### config.mk
export PLATFORM = sky130hd
export DESIGN_NAME = io_result_collector_flat
export DESIGN_NICKNAME = d
export VERILOG_FILES = /design/src/rtl/io_result_collector_pkg.sv /design/src/rtl/io_result_collector_if.sv /design/src/rtl/io_result_fifo.sv /design/src/rtl/io_result_collector.sv /design/src/flat_wrapper.sv
export SDC_FILE = /design/constraint.sdc
export NUM_CORES = 1
export LEC_CHECK = 0
export ABC_AREA = 1
export BUFFER_PORTS_ARGS = -buffer_cell sky130_fd_sc_hd__buf_2
export CAP_MARGIN = 40
export CORE_ASPECT_RATIO = 1.5
export CORE_UTILIZATION = 45
export CTS_CLUSTER_SIZE = 8
export DETAILED_ROUTE_END_ITERATION = 16
export GPL_ROUTABILITY_DRIVEN = 0
export PLACE_DENSITY = 0.76
export RECOVER_POWER = 100
export SLEW_MARGIN = 10
export SYNTH_ARGS = -nofsm -noshare
export SYNTH_HDL_FRONTEND = slang
export SYNTH_SLANG_ARGS = --single-unit
### constraint.sdc
create_clock -name clock -period 2.9 [get_ports clock]
set_input_delay 0.145 -clock clock [delete_from_list [all_inputs] [get_ports clock]]
set_output_delay 0.145 -clock clock [all_outputs]
set_load 0.01 [all_outputs]
### src/rtl/io_result_collector_pkg.sv
// io_result_collector_pkg: shared state type, frame header constant and byte-count helper.
package io_result_collector_pkg;
    typedef enum logic {IDLE, SEND} state_t;
    localparam logic [7:0] FRAME_HEADER = 8'hA5;
    function automatic int bytes_per_word(input int width, input bit header_en);
        return width / 8 + (header_en ? 1 : 0);
    endfunction
endpackage

### src/rtl/io_result_collector_if.sv
// io_result_collector_if: capture strobe/word in, byte stream and FIFO status out.
interface io_result_collector_if #(parameter int WIDTH = 32, parameter int DEPTH = 8);
    logic                     outFlagIOE;
    logic [WIDTH-1:0]         out;
    logic                     clearOverflow;
    logic                     byteReady;
    logic                     byteValid;
    logic [7:0]               byteData;
    logic                     full;
    logic                     empty;
    logic                     overflow;
    logic [$clog2(DEPTH):0]   count;
    modport master (output outFlagIOE, out, clearOverflow, byteReady,
                    input byteValid, byteData, full, empty, overflow, count);
    modport slave  (input outFlagIOE, out, clearOverflow, byteReady,
                    output byteValid, byteData, full, empty, overflow, count);
endinterface

### src/rtl/io_result_fifo.sv
// io_result_fifo: synchronous FIFO with occupancy count; pointers wrap modulo DEPTH.
module io_result_fifo #(
    parameter int WIDTH = 32,
    parameter int DEPTH = 8
) (
    input  logic                   clock,
    input  logic                   reset,
    input  logic                   push,
    input  logic [WIDTH-1:0]       wdata,
    input  logic                   pop,
    output logic [WIDTH-1:0]       rdata,
    output logic                   full,
    output logic                   empty,
    output logic [$clog2(DEPTH):0] count
);
    localparam int AW = $clog2(DEPTH);
    logic [WIDTH-1:0] mem [DEPTH];
    logic [AW-1:0]    wptr, rptr;
    always_ff @(posedge clock)
        if (push) mem[wptr] <= wdata;
    always_ff @(posedge clock or negedge reset)
        if (!reset) begin
            wptr  <= '0;
            rptr  <= '0;
            count <= '0;
        end else begin
            if (push) wptr <= wptr + 1'b1;
            if (pop) rptr <= rptr + 1'b1;
            count <= count + (AW+1)'(push) - (AW+1)'(pop);
        end
    assign rdata = mem[rptr];
    assign full  = count == (AW+1)'(DEPTH);
    assign empty = count == '0;
endmodule

### src/rtl/io_result_collector.sv
// io_result_collector: buffers CPU IO results and serializes them LSB-first as bytes.
// Define IO_RESULT_COLLECTOR_HEADER_EN to prefix every word with FRAME_HEADER.
module io_result_collector
    import io_result_collector_pkg::*;
#(
    parameter int WIDTH = 32,
    parameter int DEPTH = 8
) (
    input logic                  clock,
    input logic                  reset,
    io_result_collector_if.slave bus
);
`ifdef IO_RESULT_COLLECTOR_HEADER_EN
    localparam int BPW = bytes_per_word(WIDTH, 1'b1);
`else
    localparam int BPW = bytes_per_word(WIDTH, 1'b0);
`endif
    localparam int SW = BPW * 8;
    localparam int IW = $clog2(BPW + 1);
    state_t                 state;
    logic [SW-1:0]          sreg, load;
    logic [IW-1:0]          idx;
    logic                   valid, overflow_r, last, pop, push, drop;
    logic [WIDTH-1:0]       fifo_data;
    logic                   fifo_full, fifo_empty;
    logic [$clog2(DEPTH):0] fifo_count;
`ifdef IO_RESULT_COLLECTOR_HEADER_EN
    assign load = {fifo_data, FRAME_HEADER};
`else
    assign load = fifo_data;
`endif
    assign last = idx == IW'(BPW - 1);
    // Last-byte acceptance reloads directly from the FIFO so words stream without a bubble.
    assign pop  = !fifo_empty && (state == IDLE || (bus.byteReady && last));
    assign push = bus.outFlagIOE && (!fifo_full || pop);
    assign drop = bus.outFlagIOE && fifo_full && !pop;
    io_result_fifo #(.WIDTH(WIDTH), .DEPTH(DEPTH)) u_fifo (
        .clock(clock), .reset(reset), .push(push), .wdata(bus.out), .pop(pop),
        .rdata(fifo_data), .full(fifo_full), .empty(fifo_empty), .count(fifo_count)
    );
    always_ff @(posedge clock or negedge reset)
        if (!reset) begin
            state      <= IDLE;
            valid      <= 1'b0;
            sreg       <= '0;
            idx        <= '0;
            overflow_r <= 1'b0;
        end else begin
            if (pop) begin
                state <= SEND;
                valid <= 1'b1;
                sreg  <= load;
                idx   <= '0;
            end else if (state == SEND && bus.byteReady) begin
                if (last) begin
                    state <= IDLE;
                    valid <= 1'b0;
                end else begin
                    sreg <= sreg >> 8;
                    idx  <= idx + 1'b1;
                end
            end
            overflow_r <= drop | (overflow_r & ~bus.clearOverflow);
        end
    assign bus.byteValid = valid;
    assign bus.byteData  = sreg[7:0];
    assign bus.full      = fifo_full;
    assign bus.empty     = fifo_empty;
    assign bus.overflow  = overflow_r;
    assign bus.count     = fifo_count;
endmodule

### src/flat_wrapper.sv
// flat-port wrapper written by rule: the top's interface ports become plain ports
module io_result_collector_flat import io_result_collector_pkg::*;
#(
    parameter int WIDTH = 32,
    parameter int DEPTH = 8
)
  (clock, reset, bus_outFlagIOE, bus_out, bus_clearOverflow, bus_byteReady, bus_byteValid, bus_byteData, bus_full, bus_empty, bus_overflow, bus_count);
  io_result_collector_if #(.WIDTH(WIDTH), .DEPTH(DEPTH)) bus_i ();
  input logic clock;
  input logic reset;
  input wire logic [$bits(bus_i.outFlagIOE)-1:0] bus_outFlagIOE;
  input wire logic [$bits(bus_i.out)-1:0] bus_out;
  input wire logic [$bits(bus_i.clearOverflow)-1:0] bus_clearOverflow;
  input wire logic [$bits(bus_i.byteReady)-1:0] bus_byteReady;
  output wire logic [$bits(bus_i.byteValid)-1:0] bus_byteValid;
  output wire logic [$bits(bus_i.byteData)-1:0] bus_byteData;
  output wire logic [$bits(bus_i.full)-1:0] bus_full;
  output wire logic [$bits(bus_i.empty)-1:0] bus_empty;
  output wire logic [$bits(bus_i.overflow)-1:0] bus_overflow;
  output wire logic [$bits(bus_i.count)-1:0] bus_count;
  assign bus_i.outFlagIOE = bus_outFlagIOE;
  assign bus_i.out = bus_out;
  assign bus_i.clearOverflow = bus_clearOverflow;
  assign bus_i.byteReady = bus_byteReady;
  assign bus_byteValid = bus_i.byteValid;
  assign bus_byteData = bus_i.byteData;
  assign bus_full = bus_i.full;
  assign bus_empty = bus_i.empty;
  assign bus_overflow = bus_i.overflow;
  assign bus_count = bus_i.count;
  io_result_collector #(.WIDTH(WIDTH), .DEPTH(DEPTH)) u_core (.clock(clock), .reset(reset), .bus(bus_i));
endmodule
**Yosys cells after proc, flatten, opt, wreduce, memory -nomap -nowiden**

Memory sizes are Yosys's and may differ from the RTL's.
Cells that the tools add are included.

- $lt $le $gt $ge: 0
- Shifts and indexed selects: 0
- Muxes and demuxes: 11
- Add/sub/neg operators: 5
- Reductions and logical operators: 16
- Equality and inequality tests: 3
- Bitwise logic cells: 4
- Div/mod/pow operators: 0
- $mul: 0

Operators by type and width:

| operator | number |
|---|---|
| 32-bit 2-to-1 mux | 3 |
| 3-bit by 1-bit adder with 3-bit output, second input constant | 3 |
| 3-bit 2-to-1 mux | 3 |
| 1-bit logical AND | 6 |
| 1-bit 2-to-1 mux | 5 |
| 4-bit by 1-bit adder with 4-bit output | 1 |
| 4-bit equality test, second input constant | 1 |
| 4-bit logical NOT | 1 |
| 2-bit AND reduction | 2 |
| 2-bit nonzero test | 2 |
| 4-bit by 1-bit subtractor with 4-bit output | 1 |
| 3-bit by 2-bit equality test with 1-bit output, second input constant | 1 |
| 1-bit logical NOT | 3 |
| 1-bit logical OR | 2 |
| 2-bit != test, second input constant | 1 |
| 1-bit inverter | 2 |
| 1-bit AND | 1 |
| 1-bit OR | 1 |

- Word-level logic and storage cells: 47
- Bits in read-only memories: 0
- Register bits after elaboration: 47
- Memories: 1
- Bits in writable memories: 256
- Bits in latches: 0

Memory list:

| name | depth | bits a word | read ports | clocked after Yosys merged registers in | wr ports | RTL line | text |
|---|---|---|---|---|---|---|---|
| u_core.u_fifo.mem | 8 | 32 | 1 | 0 | 1 | io_result_fifo.sv:17 | `logic [WIDTH-1:0] mem [DEPTH];` |

**Longest topological paths before layout**

- Depth in word-level cells: 8
- Mapped depth: 12

**By module**

A second synthesis with hierarchy kept.

- Cells, all modules: 1444
- Area total of the unflattened synthesis: 13750.7 um2

By module, submodules not included:

| module | cells an instance | area each (um2) | times used |
|---|---|---|---|
| io_result_fifo | 1173 | 11702.5 | 1 |
| io_result_collector | 271 | 2048.2 | 1 |

**Least setup slack after synthesis**

No wires, ideal clock.

- Kind: register -> register
- Start point: register u_core.idx[0]
- End point: memory u_core.u_fifo.mem[0][0] (enable)
- Period minus slack after synthesis: 3.051 ns
- Arrival time: 2.630 ns
- Path buffers: 0
- Slack: -0.151 ns
- Required time: 2.479 ns
- Stages on the path, launching flop included: 9
- Path through: dfrtp_1 > ha_1 > ha_1 > nor2_4 > nor2_4 > nand2_4 > a21oi_4 > nand2_1 > nor2_1

- Cells in the longest elaborated chain, start to end: 8

RTL lines:

| element | RTL line | text |
|---|---|---|
| start: declaration | io_result_collector.sv:22 | `logic [IW-1:0] idx;` |
| start signal: assignment | io_result_collector.sv:60 | `idx <= idx + 1'b1;` |
| 3-bit by 2-bit equality test with 1-bit output | io_result_collector.sv:32 | `assign last = idx == IW'(BPW - 1);` |
| 1-bit logical AND | io_result_collector.sv:34 | `assign pop = !fifo_empty && (state == IDLE \|\| (bus.byteReady && last));` |
| 1-bit logical OR | io_result_collector.sv:34 |  |
| 1-bit logical AND | io_result_collector.sv:34 |  |
| 1-bit logical OR | io_result_collector.sv:35 | `assign push = bus.outFlagIOE && (!fifo_full \|\| pop);` |
| 1-bit logical AND | io_result_collector.sv:35 |  |
| 1-bit 2-to-1 mux | io_result_fifo.sv:20 | `if (push) mem[wptr] <= wdata;` |
| 1-bit 2-to-1 mux (implied by the code) | io_result_fifo.sv:20 |  |
| end: declaration | io_result_fifo.sv:17 |  |

Every way passes these cells.

**Final worst setup path**

- Start point: register u_core.idx[0]
- End point: memory u_core.u_fifo.mem[5][2] (enable)

Same word-level chain as after synthesis.

==> metrics.cfg <==
[cells_and_area]
final_util_pct = 53.7
drive_gt1_share_pct = 6.76
n_antenna_cell = 0
num-fill-cells = 2275
area_delta_synth_final_pct = 16.5
fin_cells = 1707
fin_nets = 1379

[grt]
overflow = 0
grt_use_met1_pct = 22.9
antenna_found_initial = 0
grt_pass1_wl_um = 45400
grt_max_degree = 130
grtUsageMet3_pct = 2.77
grt_util_met2_pct = 36.2
first_global_vias = 8886
grt.total_usage_pct = 20.1
top_usage_layer = met2

[place]
port_buffers = 52
dpl.hpwl_um = 16900
placed_cells = 1597

[sta]
slew_violations = 0
rsz0062_at_grt = no
fin_crit_ns = 2.61
fin_crit_sh_pct = 89.9
final-hold-violation-count = 0
skew_ns = 0.0134
fmax_mhz = 384
tightest_slew_ns = 1.35
relSlewSlack_pct = 10.2
hold_slack_ns = 0.0436
setup_viol = 0

[clock_tree]
cts.root.buffer_cell = clkbuf_16
ctsHtreeMaxLevel = 2
cts-resized-gates = 0
cts_buffers = 43
clkLatencyLatePin_ns = 0.54
path_clk_slew_ns = 0.05
cts_setup_buffers = 0
cts.path.max_buffers = 3
cts_num_sinks = 303
cts_tree = yes

[synth]
yosys_most_used_dff = edfxtp_1
ys_seq_area_share_pct = 68.3
synth_top_area_share_pct = 59.2
synth_xor_area_share_pct = 0.270
synthTopCellsByArea = edfxtp_1, nand2_1, dfrtp_1, nand3_1, inv_1
synth_top_family_by_area = simple AND/OR/NAND/NOR gates
syn_avg_cell_area_um2 = 10.5
synth_edf_count = 256
async_flop_share_pct = 15.5
synthesis.area_um2 = 13000
synth_top_cell_by_area = edfxtp_1
ys_ff_latch = 303
synth-simple-area-share_pct = 20.0
yosys.area_share.adder_pct = 1.02
synth_compound_area_share_pct = 1.99
synth_most_common_cell = nand2_1
synth_common_cells = nand2_1, edfxtp_1, inv_1
post_synth_inst_count = 1241
syn_nets = 1288
ys_warn_count = 0
synthMuxAreaShare_pct = 0
ys_types = 25

[route]
drt-wirelength-per-cell_um = 16.8
drtAntennaViolNets = 0
vias_per_cell = 5.17
drc = 0
via_count = 8822
dr.first_iter.drc_count = 688
drt_first_pass_iters = 5
drt-total-wl_um = 28700

[worst_setup_path]
critPathCaptureType = flip-flop
timing.rr.start = u_core.idx[0]
reg2reg_depth = 9
startpoint_type = flip-flop
path_class = reg -> reg
startpoint = u_core.idx[0]
required_ns = 3.07
ff2ff_setup_slack_ns = 0.29
cp.arrival_ns = 2.77
critPathMaxFanout = 19

[die]
rows = 75
num_io_pins = 53
die_w_um = 141
initial_core_util_pct = 46.1
die_area_um2 = 29500
die_h_um = 210
core_um2 = 28200

[power]
seq_power_share_pct = 40.2
power_leakage_nw = 6.28
p_sw_mw = 5.06
combPwrFrac_pct = 28.9
switching_share_pct = 34.5
power.share.clock_pct = 30.9
ir_drop_mv = 0.531
p_int_mw = 9.62
power_density_nw_per_um2 = 971

[worst_hold_path]
hp-class = in -> reg
hold_start = bus_outFlagIOE
worstHoldPathCells = 5

[run_status]
status = complete, no violations

[job]
maxCapViolations = 0

[flip-flops by register name, summed over array words and instances, names as in the netlist]
name                 count
u_core.u_fifo.mem      256
u_core.sreg             32
u_core.u_fifo.count      4
u_core.idx               3
u_core.u_fifo.rptr       3
u_core.u_fifo.wptr       3
u_core.bus.overflow      1
u_core.state             1
[per-layer routing]
metal  routed length, um  share of wire [%]  up-vias
li1                    -                  -     4197
met1               10900                 38     4232
met2               15100                 53      313
met3                1380                4.8       80
met4                1330                4.6        0
met5                   0                  0        -
[path summary, 6_finish.rpt]
path                                            to
min in group asynchronous    u_core.u_fifo.rptr[1]
hold / removal               u_core.u_fifo.wptr[2]
setup / recovery           u_core.u_fifo.mem[5][2]
hold reg to reg                      u_core.idx[1]
setup reg to reg           u_core.u_fifo.mem[5][2]
max in group asynchronous          u_core.sreg[12]
[logic make-up (layout without fill, tap and decap cells)]
| group | Yosys count | in the layout |
|---|---|---|
| adders and majority gates | 10 | 10 |
| AOI/OAI and AO/OA | 47 | 47 |
| DFF | 303 | 303 |
| buffers and inverters | 257 | 377 |
| xor gates and xnor gates | 4 | 4 |
| and+or+nand+nor | 620 | 620 |
[per-stage QoR]
stage | TNS [ns] | instance area (um2) | total power [mW] | worst slack, ns
2_1_floorplan | -33.66 | 13000 | 8.91 | -0.151
3_3_place_gp | 0 | 13600 | 10.0 | 0.531
3_5_place_dp | 0 | 13600 | 10.2 | 0.408
4_1_cts | 0 | 15200 | 14.8 | 0.399
5_1_grt | 0 | 15100 | 15.5 | 0.140
6_report | 0 | 15100 | 14.7 | 0.294
[layout make-up]
class	instances	area (um2)	area share (%)
Clock inverter	3	52.6	0.348
Tap cell	346	433	2.86
Sequential cell	303	8870	58.7
Clock buffer	71	1180	7.82
Timing Repair Buffer	113	808	5.35
Inverter	190	717	4.74
Multi-Input combinational cell	681	3050	20.2
[worst max-delay path, stage by stage, from the launching register on]
cell and delay, ns:
dfrtp_1 0.37, ha_1 0.17, ha_1 0.14, nor2_1 0.10, nor2_4 0.15, nand2_4 0.09
a21oi_4 0.24, nand2_1 0.27, nor2_4 0.16, clkbuf_2 0.54
[power by group through the flow]
| stage | sequential [mW] | combinational, mW | clock, mW |
|---|---|---|---|
| detailed placement | 5.95 | 4.25 | 0 |
| finish | 5.89 | 4.25 | 4.54 |
| global route | 5.95 | 4.75 | 4.78 |
| CTS | 5.88 | 4.33 | 4.59 |
| global placement | 5.93 | 4.12 | 0 |
| floorplan | 5.84 | 3.07 | 0 |
[what timing repair did]
action / 4_1_cts / 5_1_grt
hold endpoints to repair: 281 / 0
endpoints found under the setup margin: 0 / 0
hold buffers: 36 / 0
[cells in the final DEF (no fill, tap or decap), drive strengths merged]
master | netlist | routed
a21oi | 34 | 34
buf | 58 | 20
clkbuf | 9 | 128
clkinv | 0 | 3
dfrtp | 47 | 47
dlygate4sd3 | 0 | 36
edfxtp | 256 | 256
fa | 1 | 1
ha | 9 | 9
inv | 190 | 190
nand2 | 354 | 354
nand3 | 180 | 180
nor2 | 85 | 85
nor3b | 1 | 1
o21ai | 4 | 4
o22ai | 9 | 9
xnor2 | 2 | 2
xor2 | 2 | 2
(Power assumes the default switching activity.)
